===== src/rtl/dragonfang_pkg.sv =====
// Shared types for the dragonfang vector unit: mode enums, the execution vector
// and the widening-factor / SEW decode helpers.
package dragonfang_pkg;

  localparam int MAX_WIDENING_FACTOR = 8;

  typedef logic [3:0] widening_factor_t;
  typedef logic [5:0] sew_t;

  typedef enum logic [2:0] {
    FRACTION_HALF    = 3'd1,
    FRACTION_QUARTER = 3'd2,
    FRACTION_EIGHTH  = 3'd3
  } fraction_mode_t;

  typedef enum logic [1:0] {
    BIT_MODE_8  = 2'd0,
    BIT_MODE_16 = 2'd1,
    BIT_MODE_32 = 2'd2
  } bit_mode_t;

  typedef enum logic [1:0] {
    EXTENSION_ZERO = 2'd1,
    EXTENSION_SIGN = 2'd2
  } extension_mode_t;

  typedef struct packed {
    fraction_mode_t  fraction_mode;
    bit_mode_t       bit_mode;
    extension_mode_t extension_mode;
  } execution_vector_t;

  typedef enum logic {
    ST_IDLE,
    ST_EMIT
  } seq_state_t;

  // Unknown encodings decode to 0 so the caller can flag them as illegal.
  function automatic widening_factor_t get_widening_factor(input fraction_mode_t m);
    case (m)
      FRACTION_HALF:    return 4'd2;
      FRACTION_QUARTER: return 4'd4;
      FRACTION_EIGHTH:  return 4'd8;
      default:          return 4'd0;
    endcase
  endfunction

  function automatic sew_t get_sew(input bit_mode_t m);
    case (m)
      BIT_MODE_8:  return 6'd8;
      BIT_MODE_16: return 6'd16;
      BIT_MODE_32: return 6'd32;
      default:     return 6'd0;
    endcase
  endfunction

endpackage


===== src/rtl/vector_extension_sequencer_if.sv =====
// Request/response bundle between issue, the extension sequencer and write-back.
interface vector_extension_sequencer_if
  import dragonfang_pkg::*;
#(
  parameter int DATA_WIDTH = 64,
  parameter int MAX_FACTOR = 8
) ();
  logic                          in_valid;
  logic                          in_ready;
  execution_vector_t             execution_vector;
  logic [DATA_WIDTH-1:0]         vs2;
  logic                          out_valid;
  logic                          out_ready;
  logic [DATA_WIDTH-1:0]         vd;
  logic [$clog2(MAX_FACTOR)-1:0] vd_index;
  logic                          out_last;
  logic                          illegal;

  modport master (
    output in_valid, execution_vector, vs2, out_ready,
    input  in_ready, out_valid, vd, vd_index, out_last, illegal
  );

  modport slave (
    input  in_valid, execution_vector, vs2, out_ready,
    output in_ready, out_valid, vd, vd_index, out_last, illegal
  );
endinterface


===== src/rtl/vector_extension_sequencer_slice.sv =====
// Widens one source slice into a DATA_WIDTH beat; one extender per legal
// (SEW, factor) pair, selected by the latched mode.
module vector_extension_sequencer_slice
  import dragonfang_pkg::*;
#(
  parameter int DATA_WIDTH = 64,
  parameter int ELEN       = 64,
  parameter int MAX_FACTOR = 8
) (
  input  logic [DATA_WIDTH/2-1:0] i_slice,
  input  sew_t                    i_sew,
  input  widening_factor_t        i_factor,
  input  logic                    i_sign,
  output logic [DATA_WIDTH-1:0]   o_beat
);

  logic [DATA_WIDTH-1:0] w_cand [9];

  for (genvar gs = 0; gs < 3; gs++) begin : g_sew
    for (genvar gf = 0; gf < 3; gf++) begin : g_fac
      localparam int SEW   = 8 << gs;
      localparam int FAC   = 2 << gf;
      localparam int DW_EL = SEW * FAC;
      if (DW_EL <= ELEN && FAC <= MAX_FACTOR && DW_EL <= DATA_WIDTH) begin : g_legal
        logic [DATA_WIDTH-1:0] w_beat;
        for (genvar j = 0; j < DATA_WIDTH / DW_EL; j++) begin : g_el
          assign w_beat[j*DW_EL +: DW_EL] =
            {{(DW_EL-SEW){i_sign & i_slice[j*SEW+SEW-1]}}, i_slice[j*SEW +: SEW]};
        end
        assign w_cand[gs*3+gf] = w_beat;
      end else begin : g_none
        assign w_cand[gs*3+gf] = '0;
      end
    end
  end

  always_comb begin
    o_beat = '0;
    for (int s = 0; s < 3; s++) begin
      for (int f = 0; f < 3; f++) begin
        if (32'(i_sew) == (8 << s) && 32'(i_factor) == (2 << f)) o_beat = w_cand[s*3+f];
      end
    end
  end

endmodule


===== src/rtl/vector_extension_sequencer.sv =====
// Multi-beat vsext/vzext sequencer.  ST_IDLE: waiting for a request;
// ST_EMIT: presenting beat r_k of the latched request (or one illegal beat).
module vector_extension_sequencer
  import dragonfang_pkg::*;
#(
  parameter int DATA_WIDTH = 64,
  parameter int ELEN       = 64,
  parameter int MAX_FACTOR = 8
) (
  input logic                   clock,
  input logic                   reset,
  input logic                   flush,
  vector_extension_sequencer_if.slave bus
);

  localparam int KW  = $clog2(MAX_FACTOR);
  localparam int LDW = $clog2(DATA_WIDTH);
  localparam int HW  = DATA_WIDTH / 2;

  seq_state_t            r_state;
  logic [KW-1:0]         r_k;
  logic [DATA_WIDTH-1:0] r_vs2;
  sew_t                  r_sew;
  widening_factor_t      r_factor;
  logic                  r_sign;
  logic                  r_illegal;

  widening_factor_t      w_factor;
  sew_t                  w_sew;
  logic                  w_ext_ok, w_legal, w_emit, w_last, w_accept;
  logic [2:0]            w_lf;
  logic [KW+LDW-1:0]     w_shift;
  logic [HW-1:0]         w_slice;
  logic [DATA_WIDTH-1:0] w_beat;

  assign w_factor = get_widening_factor(bus.execution_vector.fraction_mode);
  assign w_sew    = get_sew(bus.execution_vector.bit_mode);
  assign w_ext_ok = (bus.execution_vector.extension_mode == EXTENSION_SIGN) ||
                    (bus.execution_vector.extension_mode == EXTENSION_ZERO);
  assign w_legal  = (w_factor != '0) && (w_sew != '0) && w_ext_ok &&
                    (32'(w_sew) * 32'(w_factor) <= ELEN) && (32'(w_factor) <= MAX_FACTOR);

  assign w_emit   = (r_state == ST_EMIT);
  assign w_last   = w_emit && (r_illegal || (32'(r_k) + 32'd1 == 32'(r_factor)));
  assign w_accept = w_emit && bus.out_ready && !flush;

  assign bus.in_ready = !flush && ((r_state == ST_IDLE) || (w_accept && w_last));

  always_comb begin
    w_lf = 3'd0;
    case (r_factor)
      4'd2:    w_lf = 3'd1;
      4'd4:    w_lf = 3'd2;
      4'd8:    w_lf = 3'd3;
      default: w_lf = 3'd0;
    endcase
  end

  // Slice offset k*DATA_WIDTH/factor, with factor a power of two.
  assign w_shift = {r_k, {LDW{1'b0}}} >> w_lf;
  assign w_slice = HW'(r_vs2 >> w_shift);

  vector_extension_sequencer_slice #(
    .DATA_WIDTH (DATA_WIDTH),
    .ELEN       (ELEN),
    .MAX_FACTOR (MAX_FACTOR)
  ) u_slice (
    .i_slice  (w_slice),
    .i_sew    (r_sew),
    .i_factor (r_factor),
    .i_sign   (r_sign),
    .o_beat   (w_beat)
  );

  always_ff @(posedge clock or posedge reset) begin
    if (reset) begin
      r_state   <= ST_IDLE;
      r_k       <= '0;
      r_vs2     <= '0;
      r_sew     <= '0;
      r_factor  <= '0;
      r_sign    <= 1'b0;
      r_illegal <= 1'b0;
    end else if (flush) begin
      r_state <= ST_IDLE;
      r_k     <= '0;
    end else begin
      case (r_state)
        ST_IDLE: begin
          if (bus.in_valid) begin
            r_state   <= ST_EMIT;
            r_k       <= '0;
            r_vs2     <= bus.vs2;
            r_sew     <= w_sew;
            r_factor  <= w_factor;
            r_sign    <= (bus.execution_vector.extension_mode == EXTENSION_SIGN);
            r_illegal <= !w_legal;
          end
        end
        ST_EMIT: begin
          if (bus.out_ready) begin
            if (w_last) begin
              r_k <= '0;
              if (bus.in_valid) begin
                r_vs2     <= bus.vs2;
                r_sew     <= w_sew;
                r_factor  <= w_factor;
                r_sign    <= (bus.execution_vector.extension_mode == EXTENSION_SIGN);
                r_illegal <= !w_legal;
              end else begin
                r_state <= ST_IDLE;
              end
            end else begin
              r_k <= r_k + KW'(1);
            end
          end
        end
        default: r_state <= ST_IDLE;
      endcase
    end
  end

  assign bus.out_valid = w_emit;
  assign bus.vd        = (w_emit && !r_illegal) ? w_beat : '0;
  assign bus.vd_index  = w_emit ? r_k : '0;
  assign bus.out_last  = w_last;
  assign bus.illegal   = w_emit && r_illegal;

endmodule


===== src/flat_wrapper.sv =====
// flat-port wrapper written by rule: the top's interface ports become plain ports
module vector_extension_sequencer_flat import dragonfang_pkg::*;
#(
  parameter int DATA_WIDTH = 64,
  parameter int ELEN       = 64,
  parameter int MAX_FACTOR = 8
)
  (clock, reset, flush, bus_in_valid, bus_execution_vector, bus_vs2, bus_out_ready, bus_in_ready, bus_out_valid, bus_vd, bus_vd_index, bus_out_last, bus_illegal);
  vector_extension_sequencer_if #(.DATA_WIDTH(DATA_WIDTH), .MAX_FACTOR(MAX_FACTOR)) bus_i ();
  input logic clock;
  input logic reset;
  input logic flush;
  input wire logic [$bits(bus_i.in_valid)-1:0] bus_in_valid;
  input wire logic [$bits(bus_i.execution_vector)-1:0] bus_execution_vector;
  input wire logic [$bits(bus_i.vs2)-1:0] bus_vs2;
  input wire logic [$bits(bus_i.out_ready)-1:0] bus_out_ready;
  output wire logic [$bits(bus_i.in_ready)-1:0] bus_in_ready;
  output wire logic [$bits(bus_i.out_valid)-1:0] bus_out_valid;
  output wire logic [$bits(bus_i.vd)-1:0] bus_vd;
  output wire logic [$bits(bus_i.vd_index)-1:0] bus_vd_index;
  output wire logic [$bits(bus_i.out_last)-1:0] bus_out_last;
  output wire logic [$bits(bus_i.illegal)-1:0] bus_illegal;
  assign bus_i.in_valid = bus_in_valid;
  assign bus_i.execution_vector = bus_execution_vector;
  assign bus_i.vs2 = bus_vs2;
  assign bus_i.out_ready = bus_out_ready;
  assign bus_in_ready = bus_i.in_ready;
  assign bus_out_valid = bus_i.out_valid;
  assign bus_vd = bus_i.vd;
  assign bus_vd_index = bus_i.vd_index;
  assign bus_out_last = bus_i.out_last;
  assign bus_illegal = bus_i.illegal;
  vector_extension_sequencer #(.DATA_WIDTH(DATA_WIDTH), .ELEN(ELEN), .MAX_FACTOR(MAX_FACTOR)) u_core (.clock(clock), .reset(reset), .flush(flush), .bus(bus_i));
endmodule

===== config.mk =====
export PLATFORM = sky130hd
export DESIGN_NAME = vector_extension_sequencer_flat
export DESIGN_NICKNAME = d
export VERILOG_FILES = /design/src/rtl/dragonfang_pkg.sv /design/src/rtl/vector_extension_sequencer_if.sv /design/src/rtl/vector_extension_sequencer_slice.sv /design/src/rtl/vector_extension_sequencer.sv /design/src/flat_wrapper.sv
export SDC_FILE = /design/constraint.sdc
export NUM_CORES = 1
export LEC_CHECK = 0
export CORE_ASPECT_RATIO = 1.75
export CORE_UTILIZATION = 52
export DETAILED_ROUTE_END_ITERATION = 10
export GPL_TIMING_DRIVEN = 0
export PLACE_DENSITY = 0.83
export SYNTH_ARGS = -nofsm -noshare
export SYNTH_HDL_FRONTEND = slang
export SYNTH_SLANG_ARGS = --single-unit

===== constraint.sdc =====
create_clock -name clock -period 3.4 [get_ports clock]
set_input_delay 0.68 -clock clock [delete_from_list [all_inputs] [get_ports clock]]
set_output_delay 0.68 -clock clock [all_outputs]
set_load 0.02 [all_outputs]

==> reports/qor.yml, run 1 <==
clock_tree:
  clock-sinks: 76
  cts-root-buf: "clkbuf_16"
  cts_tree: "yes"
  cts_htree_levels: 3
  clk_pin_slew_ns: 0.07
  clk_latency_ns: 0.35
  cts_buffers: 9
  cts_buffer_depth: 2
synthesis:
  ys_seq_area_share_pct: 30.2
  synth_cells: 685
  synth_common_cells: "76 x dfrtp_1, 62 x nor2_1, 54 x mux2_1, 53 x nand2_1, 43 x a21oi_1"
  synthArstFlopShare_pct: 100
  synth_flop_cell: "dfrtp_1"
  synth_edf_count: 0
  ys_top_cells_by_area: "dfrtp_1 30%, mux2_1 9.7%, mux2i_1 5.9%"
  yosysMostFrequentCell: "dfrtp_1"
  ys_types: 76
  yosys_warnings: 0
  synth_nets: 771
  synth.largest_area_cell: "dfrtp_1"
  syn_area_um2: 6290
  synth-seq-cells: 76
  avgSynthCellArea_um2: 9.19
  synth_top_cell_area_share_pct: 30.2
status:
  violations: "setup timing"
  status: "finished, violations left"
timing:
  final_hold_viol_count: 0
  slew_headroom_pct: 35.2
  finalMaxSlewViolations: 0
  worst_pin_slew_ns: 0.972
  finalSetupTns_ns: -20.52
  skew_ns: 0.0107
  setup_viol: 64
  timing.final.crit_share_pct: 115
  whs_ns: 0.483
  rsz0062_at_grt: "true"
  max_freq_ghz: 0.255
  finalCriticalPeriod_ns: 3.92
  finalWorstSetupSlack_ns: -0.520
setup_path:
  cp.required_ns: 2.72
  cp_max_fo: 8
  r2r-end: "u_core.r_vs2[2]"
  r2r_cells: 10
  r2r_start: "u_core.r_k[1]"
  worstSetupStartpointType: "flop"
  cp.arrival_ns: 3.24
  path_class: "reg2out"
  cp_slowest_cell: "a221oi_4"
  ff2ff_setup_slack_ns: 0.25
  cpMostUsedCell: "o32ai_4"
  cp-end-kind: "output port"
  cpPeakStageDelay_ns: 0.55
  crit_chain: "buf_6, buf_8, nand2b_4, a221oi_4, o32ai_4, a22oi_2, buf_4, o32ai_4, buf_12, a21oi_1, o21ai_1, buf_2"
cells_and_area:
  nFillCells: 607
  diodes: 0
  nets: 1012
  fin_cells: 1066
  area_growth_pct: 57.6
  stdcell_area_um2: 9920
  drive_above_1_share_pct: 38.6
  utilization_pct: 85.2
detailed_routing:
  antenna_left: 0
  dr.pass1.iters: 8
  vias: 7568
  routedWlPerCell_um: 27.2
  drt-initial-drc-count: 851
  drcViolationCount: 0
  wl_mm: 29.0
  vias_per_cell: 7.10
power:
  peakVddDrop_uv: 426
  static-leakage-power_nw: 4.12
  total_power_mw: 3.72
  p_per_area_nw_per_um2: 375
worst_hold_path:
  whs_endpoint: "u_core.r_vs2[4]"
  min_from: "u_core.r_vs2[4]"
  hold_path.class: "reg2reg"
  whs_path_depth: 1
die:
  die_w_um: 85.2
  die_area_um2: 12600
  die_h_um: 148
  io_pins: 147
  num_rows: 52
  core_area_um2: 11600
  start_util_pct: 54.1
global_routing:
  antenna_found_initial: 0
  grt_pass1_vias: 7406
  grt_pass1_wl_mm: 39.9
  grt_overflow_total: 0
  grt_use_total_pct: 41.4
  grt_start_max_net_pins: 77
placed_design:
  dp.cells: 966
  dp_hpwl_mm: 17.3
  io_buffers: 146
  gp_congestion: 0.943
  dpl_worst_slack_ns: -0.929
  placed_area_um2: 7940
flow_run:
  cap_viol_max_count: 0
-- worst max-delay path, delay by kind of cell (launching register included) --
family          cells  cell delay, ns
compound gates      6            1.44
buf+inv             5            0.81
flops               1            0.47
simple gates        1            0.15
-- power by group --
part	internal (mW)	switching (mW)
Clock	0.722	0.415
Sequential	1.07	0.268
Combinational	0.589	0.665
Total	2.38	1.35
-- cell families (layout without fill, tap and decap cells) --
logic type	count (synthesis)	count (layout)	share of synthesized area (%)
compound gates	234	234	26.2
simple gates	191	191	15.6
mux	108	108	19.8
flops	76	76	30.2
buf+inv	59	305	4.95
fa+ha+maj	10	10	2.23
xor+xnor	7	7	0.974
-- worst max-delay path by stage --
| stage | startpoint | end | slack (ns) | cells past startpoint |
|---|---|---|---|---|
| after floorplan | bus_execution_vector[4] | u_core.r_illegal | -0.03 | 10 |
| after global placement | u_core.r_factor[3] | bus_vd[62] | -0.82 | 9 |
| after detailed placement | u_core.r_factor[3] | bus_vd[62] | -0.93 | 9 |
| after CTS | u_core.r_factor[2] | bus_vd[57] | -0.18 | 12 |
| after global routing | u_core.r_factor[2] | bus_vd[40] | -0.52 | 12 |
| final | u_core.r_factor[2] | bus_vd[40] | -0.52 | 12 |
-- sequential cells by signal, summed over array words and instances (netlist names) --
register and cells:
u_core.bus.out_valid 1, u_core.r_factor 3, u_core.r_illegal 1, u_core.r_k 3
u_core.r_sew 3, u_core.r_sign 1, u_core.r_vs2 64
-- repair_timing --
action / in CTS / in global routing
setup buffers: 54 / 30
cloned: 1 / 3
hold buffers: 0 / 0
setup endpoints to repair: 65 / 64
pin swaps: 39 / 29
gates resized for setup: 458 / 108
-- routing by layer --
metal	GRT usage, %	wire (um)
met4	27.9	3010
met2	74.0	14200
met3	7.37	2660
met1	43.6	9160
met5	0	0
-- placed cells by master (no fill, tap or decap), drive strengths merged, types with 9 or more instances in the layout --
cell type	count
a2bb2oi	9
nor2	62
a21oi	49
a211oi	16
mux2i	37
dfrtp	76
a311oi	14
buf	180
nand2	54
o21ai	60
o22ai	19
inv	10
a21o	18
and2	20
clkbuf	22
o21a	16
nand2b	13
mux2	64
clkdlybuf4s50	76
-- area by class of cell --
class,count,area [um2],area share (%)
Clock buffer,9,225,2.27
Tap cell,135,169,1.70
Buffer,48,427,4.30
Inverter,10,43.8,0.441
Timing Repair Buffer,231,2200,22.2
Clock inverter,7,124,1.25
Multi-Input combinational cell,550,4820,48.6
Sequential cell,76,1910,19.2
No activity file was read; power rests on OpenSTA's default activity.
==> inputs of run 2 (changes only) <==
--- a/config.mk
+++ b/config.mk
@@ -5,6 +5,7 @@
 export SDC_FILE = /design/constraint.sdc
 export NUM_CORES = 1
 export LEC_CHECK = 0
+export CAP_MARGIN = 10
 export CORE_ASPECT_RATIO = 1.75
 export CORE_UTILIZATION = 52
 export DETAILED_ROUTE_END_ITERATION = 10
==> results of run 2 <==
No change in the layout: final DEF, timing and power equal those of run 1.
